$ cat config.mk
export PLATFORM = sky130hd
export DESIGN_NAME = console_uart
export DESIGN_NICKNAME = d
export VERILOG_FILES = /design/src/rtl/console_uart_pkg.sv /design/src/rtl/console_uart_sync_fifo.sv /design/src/rtl/console_uart.sv
export SDC_FILE = /design/constraint.sdc
export NUM_CORES = 1
export LEC_CHECK = 0
export CAP_MARGIN = 20
export CORE_AREA = 2 2 139 141
export CTS_BUF_LIST = sky130_fd_sc_hd__clkbuf_8
export DETAILED_ROUTE_END_ITERATION = 8
export DIE_AREA = 0 0 141 143
export PLACE_DENSITY = 0.66
export SYNTH_ARGS = -nofsm -noshare
export SYNTH_HDL_FRONTEND = slang
export SYNTH_SLANG_ARGS = --single-unit
$ cat constraint.sdc
create_clock -name clk -period 2.71 [get_ports clk]
set_clock_uncertainty 0.1 [all_clocks]
set_input_delay 0.271 -clock clk [delete_from_list [all_inputs] [get_ports clk]]
set_output_delay 0.271 -clock clk [all_outputs]
set_load 0.01 [all_outputs]
$ cat src/rtl/console_uart_pkg.sv
`default_nettype none
// +--------------------------------------------------------------------------+
// | console_uart_pkg : bus encodings, register map and FSM states            |
// | Rev 1.0                                                                  |
// +--------------------------------------------------------------------------+
package console_uart_pkg;

    typedef enum logic [1:0] {
        MEM_NONE = 2'b00,
        MEM_R    = 2'b01,
        MEM_W    = 2'b10,
        MEM_X    = 2'b11
    } mem_access_t;

    typedef enum logic [1:0] {
        LEN_B = 2'b00,
        LEN_H = 2'b01,
        LEN_W = 2'b10
    } mem_len_t;

    localparam logic [3:0] c_REG_HLT    = 4'h0;
    localparam logic [3:0] c_REG_TXDATA = 4'h1;
    localparam logic [3:0] c_REG_STATUS = 4'h4;

    localparam int c_STAT_EMPTY = 0;
    localparam int c_STAT_FULL  = 1;
    localparam int c_STAT_BUSY  = 2;
    localparam int c_STAT_COUNT = 8;

    localparam logic [1:0] ST_IDLE  = 2'd0;
    localparam logic [1:0] ST_START = 2'd1;
    localparam logic [1:0] ST_DATA  = 2'd2;
    localparam logic [1:0] ST_STOP  = 2'd3;

endpackage
`default_nettype wire

$ cat src/rtl/console_uart_sync_fifo.sv
`default_nettype none
// +--------------------------------------------------------------------------+
// | sync_fifo : single-clock first-word-fallthrough FIFO                     |
// | Rev 1.0                                                                  |
// +--------------------------------------------------------------------------+
module sync_fifo #(
    parameter int WIDTH = 8,
    parameter int DEPTH = 16
) (
    input  logic                     clk,
    input  logic                     res,
    input  logic                     push,
    input  logic [WIDTH-1:0]         din,
    input  logic                     pop,
    output logic [WIDTH-1:0]         dout,
    output logic                     full,
    output logic                     empty,
    output logic [$clog2(DEPTH):0]   count
);
    localparam int AW = $clog2(DEPTH);

    logic [WIDTH-1:0] r_mem [DEPTH];
    logic [AW-1:0]    r_wptr;
    logic [AW-1:0]    r_rptr;
    logic [AW:0]      r_count;
    logic             w_push;
    logic             w_pop;

    assign full   = (r_count == (AW+1)'(DEPTH));
    assign empty  = (r_count == '0);
    assign count  = r_count;
    assign dout   = r_mem[r_rptr];
    assign w_push = push && !full;
    assign w_pop  = pop && !empty;

    // Storage carries no reset; only the pointers define validity.
    always_ff @(posedge clk) begin
        if (w_push) begin
            r_mem[r_wptr] <= din;
        end
    end

    always_ff @(posedge clk or negedge res) begin
        if (!res) begin
            r_wptr  <= '0;
            r_rptr  <= '0;
            r_count <= '0;
        end else begin
            if (w_push) begin
                r_wptr <= r_wptr + 1'b1;
            end
            if (w_pop) begin
                r_rptr <= r_rptr + 1'b1;
            end
            if (w_push && !w_pop) begin
                r_count <= r_count + 1'b1;
            end else if (w_pop && !w_push) begin
                r_count <= r_count - 1'b1;
            end
        end
    end

endmodule
`default_nettype wire

$ cat src/rtl/console_uart.sv
`default_nettype none
// +--------------------------------------------------------------------------+
// | console_uart : memory-mapped console (8N1 TX FIFO, halt flag, status)    |
// | Rev 1.0                                                                  |
// +--------------------------------------------------------------------------+
module console_uart
    import console_uart_pkg::*;
#(
    parameter logic [31:0] BASE       = 32'ha0000000,
    parameter int          CLK_DIV    = 16,
    parameter int          FIFO_DEPTH = 16
) (
    input  logic        clk,
    input  logic        res,
    input  logic [31:0] db_addr,
    input  logic [31:0] db_dataOut,
    input  mem_access_t db_accessType,
    input  mem_len_t    db_memLen,
    output logic        db_ready,
    output logic [31:0] db_dataIn,
    output logic        txd,
    output logic        hlt
);
    localparam int CW = $clog2(FIFO_DEPTH) + 1;
    localparam int BW = (CLK_DIV > 1) ? $clog2(CLK_DIV) : 1;
    localparam logic [BW-1:0] c_BAUD_MAX = BW'(CLK_DIV - 1);

    logic          w_sel, w_wr, w_rd, w_push, w_pop;
    logic          w_full, w_empty, w_baud_end;
    logic [7:0]    w_dout;
    logic [CW-1:0] w_count;
    logic [31:0]   w_status;
    logic          w_unused_bits;

    logic [1:0]    r_state;
    logic [BW-1:0] r_baud;
    logic [2:0]    r_bitidx;
    logic [7:0]    r_shift;
    logic          r_txd;
    logic          r_hlt;
    logic [31:0]   r_rdata;

    assign w_sel    = (db_addr[31:4] == BASE[31:4]);
    assign w_wr     = w_sel && (db_accessType == MEM_W);
    assign w_rd     = w_sel && (db_accessType == MEM_R);
    assign db_ready = !(w_wr && (db_addr[3:0] == c_REG_TXDATA) && w_full);
    assign w_push   = w_wr && (db_addr[3:0] == c_REG_TXDATA) && !w_full;

    assign w_baud_end = (r_baud == c_BAUD_MAX);
    // IDLE pops immediately; STOP pops on its last cycle so frames abut.
    assign w_pop = !w_empty &&
                   ((r_state == ST_IDLE) || ((r_state == ST_STOP) && w_baud_end));

    assign w_unused_bits = ^{db_memLen, db_dataOut[31:8]};

    always_comb begin
        w_status = '0;
        w_status[c_STAT_EMPTY]       = w_empty;
        w_status[c_STAT_FULL]        = w_full;
        w_status[c_STAT_BUSY]        = (r_state != ST_IDLE);
        w_status[c_STAT_COUNT +: CW] = w_count;
    end

    sync_fifo #(
        .WIDTH (8),
        .DEPTH (FIFO_DEPTH)
    ) u_fifo (
        .clk   (clk),
        .res   (res),
        .push  (w_push),
        .din   (db_dataOut[7:0]),
        .pop   (w_pop),
        .dout  (w_dout),
        .full  (w_full),
        .empty (w_empty),
        .count (w_count)
    );

    always_ff @(posedge clk or negedge res) begin
        if (!res) begin
            r_hlt   <= 1'b0;
            r_rdata <= '0;
        end else begin
            if (w_wr && (db_addr[3:0] == c_REG_HLT)) begin
                r_hlt <= 1'b1;
            end
            if (w_rd) begin
                r_rdata <= (db_addr[3:0] == c_REG_STATUS) ? w_status : 32'h0;
            end
        end
    end

    always_ff @(posedge clk or negedge res) begin
        if (!res) begin
            r_state  <= ST_IDLE;
            r_baud   <= '0;
            r_bitidx <= '0;
            r_shift  <= '0;
            r_txd    <= 1'b1;
        end else begin
            case (r_state)
                ST_IDLE: begin
                    r_baud <= '0;
                    if (w_pop) begin
                        r_state <= ST_START;
                        r_shift <= w_dout;
                        r_txd   <= 1'b0;
                    end
                end
                ST_START: begin
                    if (w_baud_end) begin
                        r_baud   <= '0;
                        r_bitidx <= '0;
                        r_state  <= ST_DATA;
                        r_txd    <= r_shift[0];
                    end else begin
                        r_baud <= r_baud + 1'b1;
                    end
                end
                ST_DATA: begin
                    if (w_baud_end) begin
                        r_baud   <= '0;
                        r_bitidx <= r_bitidx + 1'b1;
                        r_shift  <= {1'b0, r_shift[7:1]};
                        if (r_bitidx == 3'd7) begin
                            r_state <= ST_STOP;
                            r_txd   <= 1'b1;
                        end else begin
                            r_txd <= r_shift[1];
                        end
                    end else begin
                        r_baud <= r_baud + 1'b1;
                    end
                end
                default: begin
                    if (w_baud_end) begin
                        r_baud <= '0;
                        if (w_pop) begin
                            r_state <= ST_START;
                            r_shift <= w_dout;
                            r_txd   <= 1'b0;
                        end else begin
                            r_state <= ST_IDLE;
                            r_txd   <= 1'b1;
                        end
                    end else begin
                        r_baud <= r_baud + 1'b1;
                    end
                end
            endcase
        end
    end

    assign txd       = r_txd;
    assign hlt       = r_hlt;
    assign db_dataIn = r_rdata;

endmodule
`default_nettype wire
Yosys cells after proc, flatten, opt, wreduce, memory -nomap -nowiden
Memory sizes are Yosys's and may differ from the RTL's.
Cells that the tools add are included.
{ "totals": {"regBits": 64, "latchBits": 0, "mem_bits_rw": 128, "romBits": 0, "inputBits": 70, "n_memories": 1} }
{ "op_classes": {"add_sub_neg": 6, "mul": 0, "div_mod_pow": 0, "magnitude_cmp": 0, "n_eq_ne": 15, "n_shift": 0, "n_mux": 28, "bitwise": 1, "reduce_logical": 29} }
{ "memory_table": {"columns": ["memory", "words", "word_bits", "read_ports", "rd_clocked_by_memory_dff", "wr", "line", "text"], "rows": [
  ["u_fifo.r_mem", 16, 8, 1, 0, 1, "console_uart_sync_fifo.sv:22", "logic [WIDTH-1:0] r_mem [DEPTH];"]
]} }
{ "op_table": {"columns": ["op", "count"], "rows": [
  ["$eq 28x28->1 const B", 1],
  ["$mux 8", 3],
  ["$pmux 8 s3", 1],
  ["$mux 13", 1],
  ["$add 4x1->4 const B", 3],
  ["$logic_and 1x1->1", 12],
  ["$mux 2", 5],
  ["$mux 5", 2],
  ["$mux 1", 9],
  ["$mux 4", 2],
  ["$reduce_bool 2->1", 4],
  ["$eq 2x2->1 const B", 3],
  ["$mux 3", 2],
  ["$ne 2x2->1 const B", 3],
  ["$pmux 2 s3", 1],
  ["$pmux 3 s2", 1],
  ["$reduce_and 3->1", 2],
  ["$add 5x1->5 const B", 1],
  ["$eq 5x5->1 const B", 1],
  ["$logic_not 1->1", 5],
  ["$logic_not 5->1", 1],
  ["$reduce_and 5->1", 1],
  ["$sub 5x1->5 const B", 1],
  ["$eq 2x1->1 const B", 2],
  ["other kinds (12)", 12]
]} }

Depth between registers and ports, before layout
{ "depth": {"depth_word": 9, "ltp_mapped": 14, "mapped_depth_nobuf": 12} }

Cells and area by module
A second synthesis with hierarchy kept.
{ "hier_totals": {"cells_unflattened": 487, "area_unflattened_um2": 7512.2} }
{ "modules_own_cells": {"columns": ["mod", "n_inst", "cells_per_inst", "area_each_um2", "seq_area_each_um2"], "rows": [
  ["sync_fifo", 1, 322, 5816.8, 4169.0],
  ["console_uart", 1, 165, 1695.4, 676.9]
]} }

Least setup slack after synthesis
No wires, ideal clock.
{ "synth_path": {"path_type": "input-to-reg", "from": "input port db_addr[14]", "to": "register u_fifo.r_count[4] (netlist: u_fifo.count[4])", "setup_ps": 132, "arrival_time_ps": 2695, "required_ps": 2478, "slack_ps": -217, "cell_stages": 14, "n_path_buf": 2, "path_cell_list": "nor4_1 > nand4_1 > nor2_2 > and4_1 > buf_6 > buf_6 > ha_1 > inv_1 > fa_1 > a21o_1 > a21oi_1 > xnor2_1 > nor2_1 > xor2_1"} }
{ "synth_between": {"elab_chain_len": 8} }
{ "synth_rtl": {"columns": ["element", "line", "text"], "rows": [
  ["start, declared", "console_uart.sv:15", "input logic [31:0] db_addr,"],
  ["$eq 28x28->1 (*)", "console_uart.sv:43", "assign w_sel = (db_addr[31:4] == BASE[31:4]);"],
  ["$logic_and 1x1->1 (*)", "console_uart.sv:44", "assign w_wr = w_sel && (db_accessType == MEM_W);"],
  ["$logic_and 1x1->1 (*) (2 in a row)", "console_uart.sv:47", "assign w_push = w_wr && (db_addr[3:0] == c_REG_TXDATA) && !w_full;"],
  ["$logic_and 1x1->1 (*)", "console_uart_sync_fifo.sv:33", "assign w_push = push && !full;"],
  ["named net u_fifo.w_push", "console_uart_sync_fifo.sv:26", "logic w_push;"],
  ["$logic_not 1->1", "console_uart_sync_fifo.sv:57", "end else if (w_pop && !w_push) begin"],
  ["$logic_and 1x1->1", "console_uart_sync_fifo.sv:57", null],
  ["$reduce_bool 2->1 (no line)", null, null],
  ["end signal, assigned", "console_uart_sync_fifo.sv:56", "r_count <= r_count + 1'b1;"],
  ["end signal, assigned", "console_uart_sync_fifo.sv:58", "r_count <= r_count - 1'b1;"],
  ["end, declared", "console_uart_sync_fifo.sv:25", "logic [AW:0] r_count;"]
]} }
The timed path passes the listed nets; every way through them passes the cells marked *.
A chain may end at the register's enable or synchronous reset.

Worst setup path in the final report
{ "layout_path": {"from": "register u_fifo.r_count[1] (netlist: u_fifo.count[1])", "to": "register u_fifo.r_count[3] (netlist: u_fifo.count[3])"} }
{ "layout_between": {"elab_chain_len": 7} }
{ "layout_rtl": {"columns": ["element"], "rows": [
  ["branches (longest 7 deep; another with $sub 5x1->5)"]
]} }
Parallel ways; which one is timed is not known. The select of a mux whose other input is x is not followed.

==> impl_metrics.json <==
{
  "status": "complete, no violations",
  "reg2reg_to": "u_fifo.count[3]$_DFFE_PN0P_",
  "period_minus_slack_ns": 2.63,
  "synth_top_area_share_pct": 52.2,
  "drt_wl_total_mm": 14.3,
  "worstSkewPairLatency_ns": 0.45,
  "final_common_cell": "edfxtp_1",
  "crit_family": "compound AO/OA/AOI/OAI gates",
  "critPathLaunchType": "flop",
  "whs_ns": 0.381,
  "critPathKind": "reg2reg",
  "path_buf_inv": 2,
  "die_area_mm2": 0.0202,
  "dp_hpwl_mm": 9.67,
  "irDropWorstVdd_mv": 0.296,
  "drv_cap": 0,
  "htree_levels": 4,
  "core_mm2": 0.0186,
  "ios": 105,
  "num_vias": 4131,
  "crit-reg2reg-launch": "u_fifo.count[1]$_DFFE_PN0P_",
  "path_max_fanout": 4,
  "synth_area_leaders": "edfxtp_1, dfrtp_1, mux4_2",
  "hold_path_end": "txd$_DFFE_PN1P_",
  "required_ns": 2.94,
  "drcViolationCount": 0,
  "hold_viol": 0,
  "hp-class": "reg2reg",
  "grt_pass1_vias": 4140,
  "power_density_mw_per_mm2": 522,
  "synth_edf_count": 128,
  "dr.pass1.iters": 4,
  "r2r_slack_ns": 0.08,
  "cp_data_arrival_time_ns": 2.85,
  "tns_ns": 0,
  "wl_per_cell_um": 17.9,
  "antenna_found_initial": 0,
  "yosys_warnings": 0,
  "numCtsBuffers": 17,
  "cp_slowest_cell": "or4_4",
  "layout_setup_ws_ns": 0.0829,
  "end_kind": "flop",
  "max_stage_delay_ns": 0.56,
  "cts_buffer_depth": 2,
  "port_buffers": 54,
  "slew_headroom_pct": 37.9,
  "grt_start_max_net_pins": 41,
  "start_util_pct": 39.6,
  "clk_pin_slew_worst_paths_ns": 0.09,
  "gp_congestion": 0.765,
  "die_y_um": 143,
  "std_cell_rows": 50,
  "synth_cell_types": 49,
  "syn_inst": 456,
  "avgViaCountPerCell": 5.19,
  "grt_pass1_wl_mm": 22.5,
  "nets": 638,
  "syn_avg_cell_area_um2": 16.1,
  "drive_above_1_share_pct": 21.5,
  "synth.largest_area_cell": "edfxtp_1",
  "leakage_nw": 3.23,
  "hold_depth": 2,
  "seq_area_frac_synth_pct": 65.9,
  "reg2reg_depth": 10,
  "dpl_cell_area_mm2": 0.00842,
  "chipWidth_um": 141,
  "clkSinkCount": 168,
  "cts_root_buffer": "clkbuf_8",
  "netlist_area_mm2": 0.00736,
  "grt_overflow": 0,
  "pre_cts_ws_ns": -0.323,
  "fmax_ghz": 0.381,
  "ant_nets": 0,
  "gr-usage-all-layers_pct": 14.8,
  "ys.flop_type": "edfxtp_1",
  "final_cell_mix": "edfxtp_1, clkdlybuf4s50_1, dfrtp_1",
  "slew_viol_final": 0,
  "finalCritPeriodShare_pct": 96.9,
  "syn2layout_area_growth_pct": 19.9,
  "crit_chain": "or4_4, o22ai_4, ha_4, inv_4, buf_4, ha_1, a21o_1, a21oi_2, xor2_1, o21ai_0",
  "min_from": "txd$_DFFE_PN1P_",
  "num_antenna_cells": 0,
  "async_flop_share_pct": 23.8,
  "drt_first_iter_violations": 337,
  "ys_ff_latch": 168,
  "rsz0062_at_grt": "yes",
  "tightest_slew_ns": 0.931,
  "final_area_mm2": 0.00882,
  "tritoncts": "yes",
  "setup_viol": 0
}
-- worst max path at each step --
stage                                            from                           to  slack (ns)  cells past startpoint
after floorplan                           db_addr[13]  u_fifo.count[4]$_DFFE_PN0P_        0.02                     14
after global placement                    db_addr[14]  u_fifo.count[4]$_DFFE_PN0P_       -0.26                     13
after detailed placement                  db_addr[14]  u_fifo.count[3]$_DFFE_PN0P_       -0.32                     13
after CTS                                 db_addr[14]                     db_ready       0.003                      8
after global routing      u_fifo.count[1]$_DFFE_PN0P_  u_fifo.count[4]$_DFFE_PN0P_       -0.03                     10
final                     u_fifo.count[1]$_DFFE_PN0P_  u_fifo.count[3]$_DFFE_PN0P_        0.08                     10
-- final cells by class --
cell class                      count  area (um2)
Timing Repair Buffer               97         976
Inverter                           17        66.3
Fill cell                        1571        9760
Multi-Input combinational cell    249        2270
Sequential cell                   168        4850
Clock buffer                       17         234
Clock inverter                     14         139
Tap cell                          234         293
-- report_power, final --
group	switching (mW)	internal [mW]
clock	0.953	0.748
combinational	0.0712	0.0640
sequential	0.00000000906	2.77
total	1.02	3.58
-- worst register-to-register path: stages (launching register included) --
cell and delay, ns:
dfrtp_1 0.42, or4_4 0.56, o22ai_4 0.22, ha_4 0.18, inv_4 0.04, buf_4 0.13, ha_1 0.30, a21o_1 0.19
a21oi_2 0.14, xor2_1 0.14, o21ai_0 0.09
-- routing by layer --
metal / part of all wire (%) / vias to the layer above / track usage (%) / wire length (um)
met5: 0 / - / 0 / 0
met4: 1.1 / 0 / 4.42 / 163
met3: 4.3 / 14 / 2.98 / 614
met2: 52 / 124 / 25.5 / 7360
met1: 43 / 2087 / 19.1 / 6140
li1: - / 1906 / - / -
-- state kept, by name, summed over array words and instances, names as in the netlist --
name / count
db_dataIn: 8
hlt: 1
r_baud: 4
r_bitidx: 3
r_shift: 8
r_state: 2
txd: 1
u_fifo.count: 5
u_fifo.r_mem: 128
u_fifo.r_rptr: 4
u_fifo.r_wptr: 4
-- through the flow --
step,std cells,total power [mW],util [%]
2_1_floorplan,479,2.87,-
3_5_place_dp,763,2.96,45.3
6_report,796,4.61,47.5
4_1_cts,795,4.66,47.4
3_3_place_gp,763,2.96,45.3
5_1_grt,796,4.76,47.5
-- cells in the mapped netlist (2+ instances only) --
library cell,number
a21o_1,3
buf_4,24
nor4_1,7
nor2_1,15
buf_2,6
and3_1,18
a32o_1,2
xor2_1,4
ha_1,17
clkbuf_1,7
mux4_1,10
dfrtp_1,39
nand2_1,11
nand4_1,4
buf_6,6
mux4_2,22
nor4b_2,2
mux2_2,4
xnor2_1,8
nand3_1,8
a22oi_1,16
o21ai_0,16
and4_1,2
nor2b_1,6
a21oi_1,28
edfxtp_1,128
inv_1,17
and2_1,3
a21oi_2,3
-- cells by family (layout without fill, tap and decap cells) --
family / count (synthesis) / count (layout) / synth area share, %
DFF: 168 / 168 / 65.9
and+or+nand+nor: 85 / 85 / 6.89
muxes: 37 / 37 / 11.1
xor gates and xnor gates: 12 / 12 / 1.43
buffers and inverters: 62 / 145 / 5.32
other: 1 / 24 / 0.0510
AOI/OAI and AO/OA: 73 / 73 / 6.16
adders and majority gates: 18 / 18 / 3.16
-- repair_timing --
action	in CTS	in global routing
gates resized for setup	0	3
buffers inserted	0	1
hold endpoints to repair	39	0
hold buffers	1	0
setup endpoints to repair	0	3
No activity file was read; power rests on OpenSTA's default activity.
